## config.mk

```make
export PLATFORM = sky130hd
export DESIGN_NAME = tage_fold_hash
export DESIGN_NICKNAME = d
export VERILOG_FILES = /design/src/rtl/tage_fold_hash.sv
export SDC_FILE = /design/constraint.sdc
export NUM_CORES = 1
export LEC_CHECK = 0
export CAP_MARGIN = 20
export CORE_MARGIN = 10
export CORE_UTILIZATION = 59
export DETAILED_ROUTE_END_ITERATION = 7
export GPL_TIMING_DRIVEN = 1
export PLACE_DENSITY = 0.75
export SYNTH_ARGS = -nofsm -noshare
export SYNTH_HDL_FRONTEND = slang
export SYNTH_SLANG_ARGS = --single-unit
```

## constraint.sdc

```tcl
create_clock -name CLK -period 1.38 [get_ports CLK]
set_input_delay 0.207 -clock CLK [delete_from_list [all_inputs] [get_ports CLK]]
set_output_delay 0.207 -clock CLK [all_outputs]
set_load 0.01 [all_outputs]
```

## src/rtl/tage_fold_hash.sv

```systemverilog
// TAGE index/tag generator: speculative global/path history with per-table
// circular folds kept up to date one outcome at a time, plus a single checkpoint.
module tage_fold_hash #(
    parameter int                NTAB      = 4,
    parameter int                IL        = 10,
    parameter int                TL        = 8,
    parameter int                PC_LEN    = 32,
    parameter int                PLEN      = 16,
    parameter int                GLOB_LEN  = 131,
    parameter logic [NTAB*16-1:0] HIST_LENS = {16'd131, 16'd44, 16'd15, 16'd5}
) (
    input  logic                 CLK,
    input  logic                 reset,
    input  logic                 push_valid,
    input  logic                 push_taken,
    input  logic                 push_path,
    input  logic                 ckpt_save,
    input  logic                 ckpt_restore,
    input  logic                 lk_valid,
    input  logic [PC_LEN-1:0]    lk_pc,
    output logic                 out_valid,
    output logic [NTAB*IL-1:0]   out_index,
    output logic [NTAB*TL-1:0]   out_tag
);

    logic [GLOB_LEN-1:0] ghist_reg, ghist_shadow_reg;
    logic [PLEN-1:0]     phist_reg, phist_shadow_reg;
    logic [NTAB*IL-1:0]  index_next;
    logic [NTAB*TL-1:0]  tag_next;
    logic                out_valid_reg;
    logic [NTAB*IL-1:0]  out_index_reg;
    logic [NTAB*TL-1:0]  out_tag_reg;

    // A restore wins over a push; a save always captures the pre-edge state
    // unless it collides with a restore, in which case the shadow is kept.
    always_ff @(posedge CLK) begin
        if (reset) begin
            ghist_reg        <= '0;
            phist_reg        <= '0;
            ghist_shadow_reg <= '0;
            phist_shadow_reg <= '0;
        end else begin
            if (ckpt_restore) begin
                ghist_reg <= ghist_shadow_reg;
                phist_reg <= phist_shadow_reg;
            end else if (push_valid) begin
                ghist_reg <= {ghist_reg[GLOB_LEN-2:0], push_taken};
                phist_reg <= {phist_reg[PLEN-2:0], push_path};
            end
            if (ckpt_save && !ckpt_restore) begin
                ghist_shadow_reg <= ghist_reg;
                phist_shadow_reg <= phist_reg;
            end
        end
    end

    for (genvar gi = 0; gi < NTAB; gi++) begin : g_tab
        localparam int L   = int'(HIST_LENS[gi*16 +: 16]);
        localparam int SI  = L % IL;
        localparam int ST0 = L % TL;
        localparam int ST1 = L % (TL - 1);
        localparam int R   = gi % IL;

        logic [IL-1:0] fi_reg, fi_shadow_reg, fi_next;
        logic [TL-1:0] ft0_reg, ft0_shadow_reg, ft0_next;
        logic [TL-2:0] ft1_reg, ft1_shadow_reg, ft1_next;
        logic [IL-1:0] p_base, p_rot;
        logic          outgoing;

        assign outgoing = ghist_reg[L-1];

        // Rotate, inject the new bit at 0, cancel the bit leaving the window.
        always_comb begin
            fi_next       = (fi_reg << 1) | (fi_reg >> (IL - 1));
            fi_next[0]    = fi_next[0] ^ push_taken;
            fi_next[SI]   = fi_next[SI] ^ outgoing;
            ft0_next      = (ft0_reg << 1) | (ft0_reg >> (TL - 1));
            ft0_next[0]   = ft0_next[0] ^ push_taken;
            ft0_next[ST0] = ft0_next[ST0] ^ outgoing;
            ft1_next      = (ft1_reg << 1) | (ft1_reg >> (TL - 2));
            ft1_next[0]   = ft1_next[0] ^ push_taken;
            ft1_next[ST1] = ft1_next[ST1] ^ outgoing;
        end

        always_ff @(posedge CLK) begin
            if (reset) begin
                fi_reg         <= '0;
                ft0_reg        <= '0;
                ft1_reg        <= '0;
                fi_shadow_reg  <= '0;
                ft0_shadow_reg <= '0;
                ft1_shadow_reg <= '0;
            end else begin
                if (ckpt_restore) begin
                    fi_reg  <= fi_shadow_reg;
                    ft0_reg <= ft0_shadow_reg;
                    ft1_reg <= ft1_shadow_reg;
                end else if (push_valid) begin
                    fi_reg  <= fi_next;
                    ft0_reg <= ft0_next;
                    ft1_reg <= ft1_next;
                end
                if (ckpt_save && !ckpt_restore) begin
                    fi_shadow_reg  <= fi_reg;
                    ft0_shadow_reg <= ft0_reg;
                    ft1_shadow_reg <= ft1_reg;
                end
            end
        end

        assign p_base = phist_reg[IL-1:0];
        assign p_rot  = (p_base << R) | (p_base >> (IL - R));

        assign index_next[gi*IL +: IL] = lk_pc[IL-1:0] ^ lk_pc[2*IL-1:IL] ^ fi_reg ^ p_rot;
        assign tag_next[gi*TL +: TL]   = lk_pc[TL-1:0] ^ ft0_reg ^ {ft1_reg, 1'b0};
    end

    if (PC_LEN > 2*IL) begin : g_pc_high
        logic unused_pc_high;
        assign unused_pc_high = ^lk_pc[PC_LEN-1:2*IL];
    end

    always_ff @(posedge CLK) begin
        if (reset) begin
            out_valid_reg <= 1'b0;
            out_index_reg <= '0;
            out_tag_reg   <= '0;
        end else begin
            out_valid_reg <= lk_valid;
            if (lk_valid) begin
                out_index_reg <= index_next;
                out_tag_reg   <= tag_next;
            end
        end
    end

    assign out_valid = out_valid_reg;
    assign out_index = out_index_reg;
    assign out_tag   = out_tag_reg;

endmodule

```

Yosys cells after proc, flatten, opt, wreduce, memory -nomap -nowiden:

Cells that the tools add are included.
Widths: inputs -> output; s select.

* reduce and logical (&&, ||, !) cells: 3
* multiplexer cells: 28
* bitwise logic cells: 56

Operators by type and width (number)
* $mux 131: 2
* $xor 10x10->10: 9
* $mux 10: 8
* $mux 8: 8
* $xor 8x8->8: 8
* $mux 7: 8
* $or 10x1->10: 5
* $mux 16: 2
* $or 8x1->8: 4
* $or 7x1->7: 4
* $xor 1x1->1: 24
* $or 10x2->10: 1
* $or 10x3->10: 1
* $reduce_bool 2->1: 1
* $logic_and 1x1->1: 1
* $logic_not 1->1: 1

* output and inout port bits: 73
* logic and storage cells: 118
* register bits: 567
* input bits: 40

Longest topological paths before layout:

Gate-level depths: netlist of the first run.

* word-level depth: 4
* gate-level depth with buffers: 7
* depth with buffers taken out: 3

Worst setup path before layout of the first run:

No wires, ideal clock.

* path type: input-to-reg
* from: in push_valid
* to: reg ghist_reg[17]
* required time: 1.252 ns
* data arrival time: 1.095 ns
* stages on the path: 6
* setup time: 0.128 ns
* path buffers: 3
* path slack: 0.158 ns
* path through: buf_4 -> buf_6 -> buf_6 -> mux2_1 -> mux2i_1 -> nor2_1

* word-level cells in the longest chain between the ends: 1

Ends and longest elaborated chain
* from (decl): RTL line 14 `input logic push_valid,`
* $reduce_bool 2->1 (no source line)
* to (signal assigned): RTL line 44 `ghist_reg <= ghist_shadow_reg;`
* to (signal assigned): RTL line 47 `ghist_reg <= {ghist_reg[GLOB_LEN-2:0], push_taken};`
* to (decl): RTL line 26 `logic [GLOB_LEN-1:0] ghist_reg, ghist_shadow_reg;`

No other way between the ends.
A chain may end at the register's enable or synchronous reset.

Worst setup path in the final report of the first run:

* from: reg out_index_reg[22] (netlist: out_index[22])
* to: out out_index[22]

RTL lines
* from (decl): RTL line 31 `logic [NTAB*IL-1:0] out_index_reg;`
* from (signal assigned): RTL line 131 `out_index_reg <= index_next;`
* to (decl): RTL line 22 `output logic [NTAB*IL-1:0] out_index,`

No word-level cell between the ends.

==> impl_metrics.json, run 1 <==
{
  "leakage_nw": 11.1,
  "synth_adder_area_share": 0,
  "fin_cells": 3144,
  "p_sw_frac": 0.225,
  "viasPerCell": 5.47,
  "peakVddDrop_uv": 930,
  "slew_violations": 0,
  "wirelength_um": 52900,
  "antenna_found_initial": 0,
  "placed_cells_incl_taps": 3044,
  "synth-xor-area-share": 0.0710,
  "path_max_fanout": 2,
  "cts_sinks": 555,
  "p_comb_frac": 0.076,
  "wl_per_cell_um": 16.8,
  "p_int_mw": 26.8,
  "final-hold-violation-count": 0,
  "grt_usage": 0.215,
  "gp_congestion": 0.819,
  "fin_util": 0.684,
  "grt_pass1_vias": 17100,
  "ff2ff_path_depth": 3,
  "critical_path.top_delay_family": "flip-flops",
  "status": "completed",
  "crit_arrival_ns": 1.15,
  "cts_buffers": 55,
  "p_clk_frac": 0.451,
  "cts_tree": "done",
  "worstPathRequired_ns": 1.17,
  "drtAntennaViolNets": 0,
  "die_h_um": 221,
  "io_pins": 113,
  "period_needed_ns": 1.35,
  "grt_start_max_net_pins": 113,
  "start_kind": "flip-flop",
  "drc": 0,
  "clock_path_buffers": 3,
  "synth_compound_area_frac": 0.0783,
  "nFillCells": 3041,
  "multi_input_area_sq_um": 11500,
  "overflow": 0,
  "cts_root_buf": "clkbuf_16",
  "clk_latency_ns": 0.60,
  "synthMuxAreaShare": 0.204,
  "timing.rr.end": "out_index[3]",
  "synth.ff_latch_count": 555,
  "timing.final.crit_share": 0.981,
  "crit_chain": "clkdlybuf4s15_2",
  "timing.rr.start": "phist_reg[3]",
  "cpPeakStageDelay_ns": 0.34,
  "worstSetupPathType": "reg2out",
  "path_buf_inv": 1,
  "hold-path-endpoint": "g_tab[0].ft0_reg[2]",
  "htreeDepth": 2,
  "synth_top_family_by_area": "multiplexers",
  "start_util": 0.597,
  "area_delta_synth_final_pct": 14.5,
  "rsz0062_at_grt": "false",
  "whs_ns": 0.101,
  "dpl_worst_slack_ns": -0.308,
  "synth_fp_nets": 2575,
  "seq_power_share": 0.473,
  "layout_setup_ws_ns": 0.0259,
  "std_cell_rows": 73,
  "cp-startpoint": "out_index[22]",
  "grt_pass1_wl_um": 87300,
  "finalClockSkew_ns": 0.0168,
  "setup_viol": 0,
  "cap_violations": 0,
  "syn_area_per_cell_sq_um": 9.38,
  "die_w_um": 221,
  "drt_first_pass_iters": 5,
  "drive_gt1_frac": 0.109,
  "path_clk_slew_ns": 0.06,
  "seq_area_frac_synth": 0.467,
  "synth_cell_types": 21,
  "timing.fmax_mhz": 738,
  "synth_warnings": 0,
  "fin_nets": 2618,
  "syn-cell-area_sq_um": 23800,
  "core-area_sq_um": 39800,
  "netlist_instances": 2535,
  "min_path_type": "in2reg",
  "switching_power_mw": 7.76,
  "portBuffers": 100,
  "power_density_nw_per_um2": 1270,
  "seq_area_sq_um": 11100,
  "drtIter0Drc": 1078,
  "hold_start": "reset",
  "post_synth_and_or_nand_nor_area_fraction": 0.129,
  "hpwl_um": 34900,
  "dr_total_vias": 17200,
  "cp_slowest_cell": "dfxtp_2",
  "rrSetupSlack_ns": 0.10,
  "worstMarginPinSlew_ns": 0.499,
  "holdPathStages": 3,
  "slew_headroom": 0.667,
  "endpoint_kind": "primary output",
  "antennaDiodeCount": 0,
  "die_area_sq_um": 48700
}
[worst max-delay path by stage]
stage	endpoint	slack, ns	depth (start not counted)
3_5_place_dp	ghist_shadow_reg[119]	-0.31	6
5_1_grt	out_index[22]	0.002	1
3_3_place_gp	ghist_shadow_reg[14]	-0.25	6
6_report	out_index[22]	0.03	1
4_1_cts	out_index[9]	0.00005	1
2_1_floorplan	ghist_reg[17]	0.16	6
[routing by layer]
metal | up-vias | share of wire | GRT usage | routed length, um
li1 | 8520 | - | - | -
met2 | 326 | 0.48 | 0.366 | 25300
met1 | 8238 | 0.44 | 0.268 | 23300
met3 | 99 | 0.048 | 0.0358 | 2520
met5 | - | 0 | 0 | 0
met4 | 0 | 0.033 | 0.0816 | 1730
[cells in the final DEF, fill, tap and decap left out, drive strengths merged]
cell / instances
nand2: 506
or2: 1
dfxtp: 555
bufinv: 6
inv: 1
nor2: 261
clkdlybuf4s15: 8
nor2b: 1
nand2b: 30
mux2: 217
xnor2: 122
a21oi: 241
clkbuf: 84
buf: 163
mux2i: 241
o22ai: 52
xor2: 52
clkinv: 10
a211oi: 44
dlygate4sd3: 1
clkdlybuf4s50: 23
[layout make-up]
class / instances / area share
Clock inverter: 16 / 0.00845
Clock buffer: 82 / 0.0617
Sequential cell: 555 / 0.408
Inverter: 1 / 0.000138
Multi-Input combinational cell: 1768 / 0.422
Timing Repair Buffer: 197 / 0.0748
Tap cell: 525 / 0.0241
[synthesized netlist by cell type, drive strengths merged]
library cell | instances | area (sq um)
a211oi | 44 | 330
a21oi | 241 | 1210
buf | 127 | 863
clkbuf | 84 | 315
dfxtp | 555 | 11100
inv | 1 | 3.75
mux2 | 217 | 2440
mux2i | 241 | 2410
nand2 | 506 | 1900
nand2b | 30 | 188
nor2 | 261 | 980
nor2b | 1 | 6.26
o22ai | 52 | 325
or2 | 1 | 6.26
xnor2 | 122 | 1230
xor2 | 52 | 455
[tightest hold or removal path: stages]
cell and delay [ns]:
buf_8 0.14, buf_4 0.19, nor2_1 0.10
[cells by family after synthesis]
kind of cell	after synthesis
AOI/OAI and AO/OA	337
and+or+nand+nor	799
xor gates and xnor gates	174
buffers and inverters	212
muxes	458
DFF	555
[stage by stage]
stage,area (sq um),TNS (ns),power [mW]
after floorplan,23800,0,18.3
after global placement,25600,-56.41,19.4
after detailed placement,25600,-64.90,19.5
after CTS,27300,0,34.9
after global routing,27200,0,35.6
final,27200,0,34.6
[what timing repair did]
item	CTS	global route
endpoints found under the hold margin	1	0
setup buffers	0	1
gates resized for setup	279	19
hold buffers	1	0
setup endpoints to repair	73	19
pin swaps	0	0
[power groups by stage]
stage          registers, mW  logic [mW]  clock network [mW]
6_report                16.3        2.64                15.6
5_1_grt                 16.3        2.82                16.5
4_1_cts                 16.3        2.67                15.9
3_5_place_dp            16.7        2.77                   0
3_3_place_gp            16.7        2.75                   0
2_1_floorplan           16.7        1.62                   0
Note: power is estimated with default switching activity, not from simulation.
==> run 2: changes to the inputs <==
--- a/config.mk
+++ b/config.mk
@@ -7,10 +7,11 @@
 export LEC_CHECK = 0
 export CAP_MARGIN = 20
 export CORE_MARGIN = 10
-export CORE_UTILIZATION = 59
+export CORE_UTILIZATION = 55
+export CTS_BUF_LIST = sky130_fd_sc_hd__clkbuf_4
 export DETAILED_ROUTE_END_ITERATION = 7
 export GPL_TIMING_DRIVEN = 1
-export PLACE_DENSITY = 0.75
+export PLACE_DENSITY = 0.71
 export SYNTH_ARGS = -nofsm -noshare
 export SYNTH_HDL_FRONTEND = slang
 export SYNTH_SLANG_ARGS = --single-unit
==> impl_metrics.json, run 2 (same netlist as run 1, synthesis figures left out) <==
{
  "die_area_sq_um": 52000,
  "slew_violations": 0,
  "wirelength_um": 54800,
  "setup_viol": 73,
  "htreeDepth": 4,
  "final-hold-violation-count": 0,
  "whs_ns": 0.146,
  "layout_setup_ws_ns": -0.262,
  "start_util": 0.554,
  "dpl_worst_slack_ns": -0.303,
  "path_max_fanout": 2,
  "layout_common_cells": "nand2_1 (506), dfxtp_1 (483), nor2_1 (261)",
  "cpPeakStageDelay_ns": 0.36,
  "met1_usage": 0.245,
  "met3_usage": 0.0473,
  "power_density_nw_per_um2": 1170,
  "overflow": 0,
  "std_cell_rows": 76,
  "crit_chain": "buf_6",
  "finalClockSkew_ns": 0.0436,
  "worstPathRequired_ns": 1.17,
  "fin_util": 0.660,
  "worstMarginPinSlew_ns": 0.492,
  "gp_congestion": 0.784,
  "cts_sinks": 555,
  "cts_buffers": 144,
  "endpoint_kind": "primary output",
  "drive_gt1_frac": 0.190,
  "die_w_um": 228,
  "top_usage_layer": "met2",
  "grt_pass1_vias": 18200,
  "core-area_sq_um": 42900,
  "hpwl_um": 35800,
  "portBuffers": 100,
  "drtIter0Drc": 1073,
  "tns_ns": -15.75,
  "fin_nets": 2781,
  "grt_pass1_wl_um": 90100,
  "period_needed_ns": 1.64,
  "placed_cells_incl_taps": 3127,
  "slew_headroom": 0.672,
  "rsz0062_at_grt": "true",
  "path_clk_slew_ns": 0.07,
  "worstSetupPathType": "reg2out",
  "final_common_cell": "nand2_1",
  "cts_root_buf": "clkbuf_4",
  "status": "finished, violations left",
  "antenna_found_initial": 2,
  "crit_arrival_ns": 1.43,
  "die_h_um": 228,
  "wl_per_cell_um": 16.0,
  "dr_total_vias": 18000,
  "cap_violations": 0,
  "drtAntennaViolNets": 0,
  "io_pins": 113,
  "total_power_mw": 33.2,
  "grt_usage": 0.206,
  "leakage_nw": 11.7,
  "viasPerCell": 5.25,
  "post_dp_cell_area_sq_um": 26000,
  "gr-usage-met2": 0.348,
  "drc": 0,
  "path_buf_inv": 1,
  "critical_path.top_delay_family": "flip-flops",
  "peakVddDrop_uv": 683,
  "timing.final.crit_share": 1.19,
  "clock_path_buffers": 3,
  "fin_cells": 3422,
  "clk_latency_ns": 0.95,
  "area_delta_synth_final_pct": 19.1,
  "violations": "setup timing",
  "cts_tree": "done",
  "drt_first_pass_iters": 5,
  "final_area_sq_um": 28300,
  "grt_start_max_net_pins": 87,
  "min_path_type": "in2reg",
  "start_kind": "flip-flop",
  "cp_slowest_cell": "dfxtp_2",
  "timing.fmax_mhz": 609
}
-- run 2: metal layers --
layer | wire length (um) | part of all wire
met1 | 24700 | 0.45
met2 | 26400 | 0.48
met3 | 2190 | 0.040
met4 | 1590 | 0.029
met5 | 0 | 0
-- run 2: final cells by class --
type | instances | area [sq um]
Fill cell | 3364 | 14600
Multi-Input combinational cell | 1768 | 11500
Sequential cell | 555 | 11200
Timing Repair Buffer | 271 | 3120
Clock buffer | 208 | 1560
Tap cell | 585 | 732
Clock inverter | 31 | 195
Antenna cell | 3 | 7.51
Inverter | 1 | 3.75
-- run 2: repair_timing --
item | CTS | global route
endpoints found under the setup margin | 73 | 74
hold buffers | 6 | 0
resized for setup | 448 | 1
setup buffers | 20 | 27
endpoints found under the hold margin | 555 | 0
-- run 2: power breakdown --
group / switching (mW) / internal (mW) / total, mW
clock: 6.40 / 7.40 / 13.8
sequential: 0.154 / 16.2 / 16.4
combinational: 1.60 / 1.46 / 3.06
-- run 2: final timing paths --
path | start | to | slack, ns | cells after the start
min | push_taken | ghist_reg[0] | 0.15 | 4
max reg2reg | phist_reg[0] | out_index[0] | 0.10 | 3
max | out_index[21] | out_index[21] | -0.26 | 1
min reg2reg | g_tab[2].ft0_shadow_reg[4] | g_tab[2].ft0_reg[4] | 0.44 | 2
==> run 3: changes to the inputs <==
--- a/config.mk
+++ b/config.mk
@@ -12,6 +12,7 @@
 export DETAILED_ROUTE_END_ITERATION = 7
 export GPL_TIMING_DRIVEN = 1
 export PLACE_DENSITY = 0.71
+export SKIP_CTS_REPAIR_TIMING = 1
 export SYNTH_ARGS = -nofsm -noshare
 export SYNTH_HDL_FRONTEND = slang
 export SYNTH_SLANG_ARGS = --single-unit
==> impl_metrics.json, run 3 (same netlist as run 1, synthesis figures left out) <==
{
  "ff2ff_path_depth": 3,
  "io_pins": 113,
  "htreeDepth": 4,
  "peakVddDrop_uv": 667,
  "setup_viol": 73,
  "worstSetupPathType": "reg2out",
  "fin_util": 0.656,
  "layout_setup_ws_ns": -0.254,
  "period_needed_ns": 1.63,
  "clock_path_buffers": 3,
  "portBuffers": 100,
  "grt_start_max_net_pins": 87,
  "timing.fmax_mhz": 612,
  "clk_latency_ns": 0.94,
  "grt_pass1_vias": 18000,
  "critical_path.top_delay_family": "flip-flops",
  "wirelength_um": 54200,
  "crit_arrival_ns": 1.43,
  "dpl_worst_slack_ns": -0.303,
  "core-area_sq_um": 42900,
  "status": "finished, violations left",
  "layout_common_cells": "nand2_1 (506), dfxtp_1 (483), nor2_1 (261)",
  "cp_slowest_cell": "dfxtp_2",
  "seq_area_sq_um": 11200,
  "timing.rr.start": "phist_reg[0]",
  "hold_start": "push_path",
  "final_common_cell": "nand2_1",
  "timing.rr.end": "out_index[11]",
  "die_h_um": 228,
  "final-hold-violation-count": 0,
  "drtIter0Drc": 1045,
  "viasPerCell": 5.23,
  "multi_input_area_sq_um": 11500,
  "start_util": 0.554,
  "path_clk_slew_ns": 0.07,
  "drc": 0,
  "finalClockSkew_ns": 0.0433,
  "std_cell_rows": 76,
  "cts_tree": "done",
  "worstPathRequired_ns": 1.17,
  "overflow": 0,
  "drt_first_pass_iters": 5,
  "grt_usage": 0.204,
  "fin_nets": 2757,
  "slew_headroom": 0.670,
  "drtAntennaViolNets": 0,
  "drive_gt1_frac": 0.184,
  "endpoint_kind": "primary output",
  "min_path_type": "in2reg",
  "grt_pass1_wl_um": 89100,
  "cts_buffers": 144,
  "cts_sinks": 555,
  "rrSetupSlack_ns": 0.11,
  "crit_chain": "buf_6",
  "hpwl_um": 35800,
  "hold-path-endpoint": "phist_reg[0]",
  "violations": "setup timing",
  "path_max_fanout": 2,
  "wl_per_cell_um": 15.9,
  "dr_total_vias": 17800,
  "antenna_found_initial": 2,
  "cap_violations": 0,
  "die_area_sq_um": 52000,
  "leakage_nw": 11.6,
  "path_buf_inv": 1,
  "slew_violations": 0,
  "holdPathStages": 4,
  "die_w_um": 228,
  "start_kind": "flip-flop",
  "nFillCells": 3387,
  "total_power_mw": 33.1,
  "power_density_nw_per_um2": 1180,
  "area_delta_synth_final_pct": 18.3,
  "cpPeakStageDelay_ns": 0.36,
  "tns_ns": -14.56,
  "gp_congestion": 0.784,
  "rsz0062_at_grt": "true",
  "worstMarginPinSlew_ns": 0.495,
  "cts_root_buf": "clkbuf_4",
  "timing.final.crit_share": 1.18
}
==> run 3: metrics by stage <==
step | hold WS, ns | std cells | instance area [sq um]
2_1_floorplan | 0.436 | 2535 | 23800
3_3_place_gp | 0.438 | 3127 | 26000
3_5_place_dp | 0.446 | 3127 | 26000
4_1_cts | -0.522 | 3366 | 27700
5_1_grt | 0.0116 | 3397 | 28100
6_report | 0.0235 | 3397 | 28100
==> run 3: final cells by class <==
type                       instances  area share
antenna                            2    0.000178
clock buffer                     208      0.0555
clock inverter                    31     0.00694
inverter                           1    0.000133
multi-input combinational       1768       0.409
sequential                       555       0.398
tap                              585      0.0260
timing repair buffer             247       0.104
==> run 3: report_power, final <==
| part | switching, mW | internal [mW] | leakage, nW |
|---|---|---|---|
| Clock | 6.36 | 7.40 | 1.04 |
| Combinational | 1.57 | 1.40 | 6.01 |
| Sequential | 0.154 | 16.2 | 4.51 |
==> run 3: worst max path at each step <==
stage	from	end	slack (ns)	depth (start not counted)
detailed placement	ckpt_save	ghist_shadow_reg[40]	-0.30	6
global route	out_index[21]	out_index[21]	-0.32	1
global placement	ckpt_save	ghist_shadow_reg[14]	-0.27	6
floorplan	push_valid	ghist_reg[17]	0.16	6
finish	out_index[21]	out_index[21]	-0.25	1
CTS	out_index[11]	out_index[11]	-0.81	1
==> run 3: layer usage <==
metal / part of all wire / global-route usage / wire length [um] / up-vias
li1: - / - / - / 8885
met1: 0.45 / 0.243 / 24400 / 8438
met2: 0.48 / 0.341 / 25800 / 347
met3: 0.042 / 0.0480 / 2280 / 95
met4: 0.031 / 0.0987 / 1660 / 0
met5: 0 / 0 / 0 / -
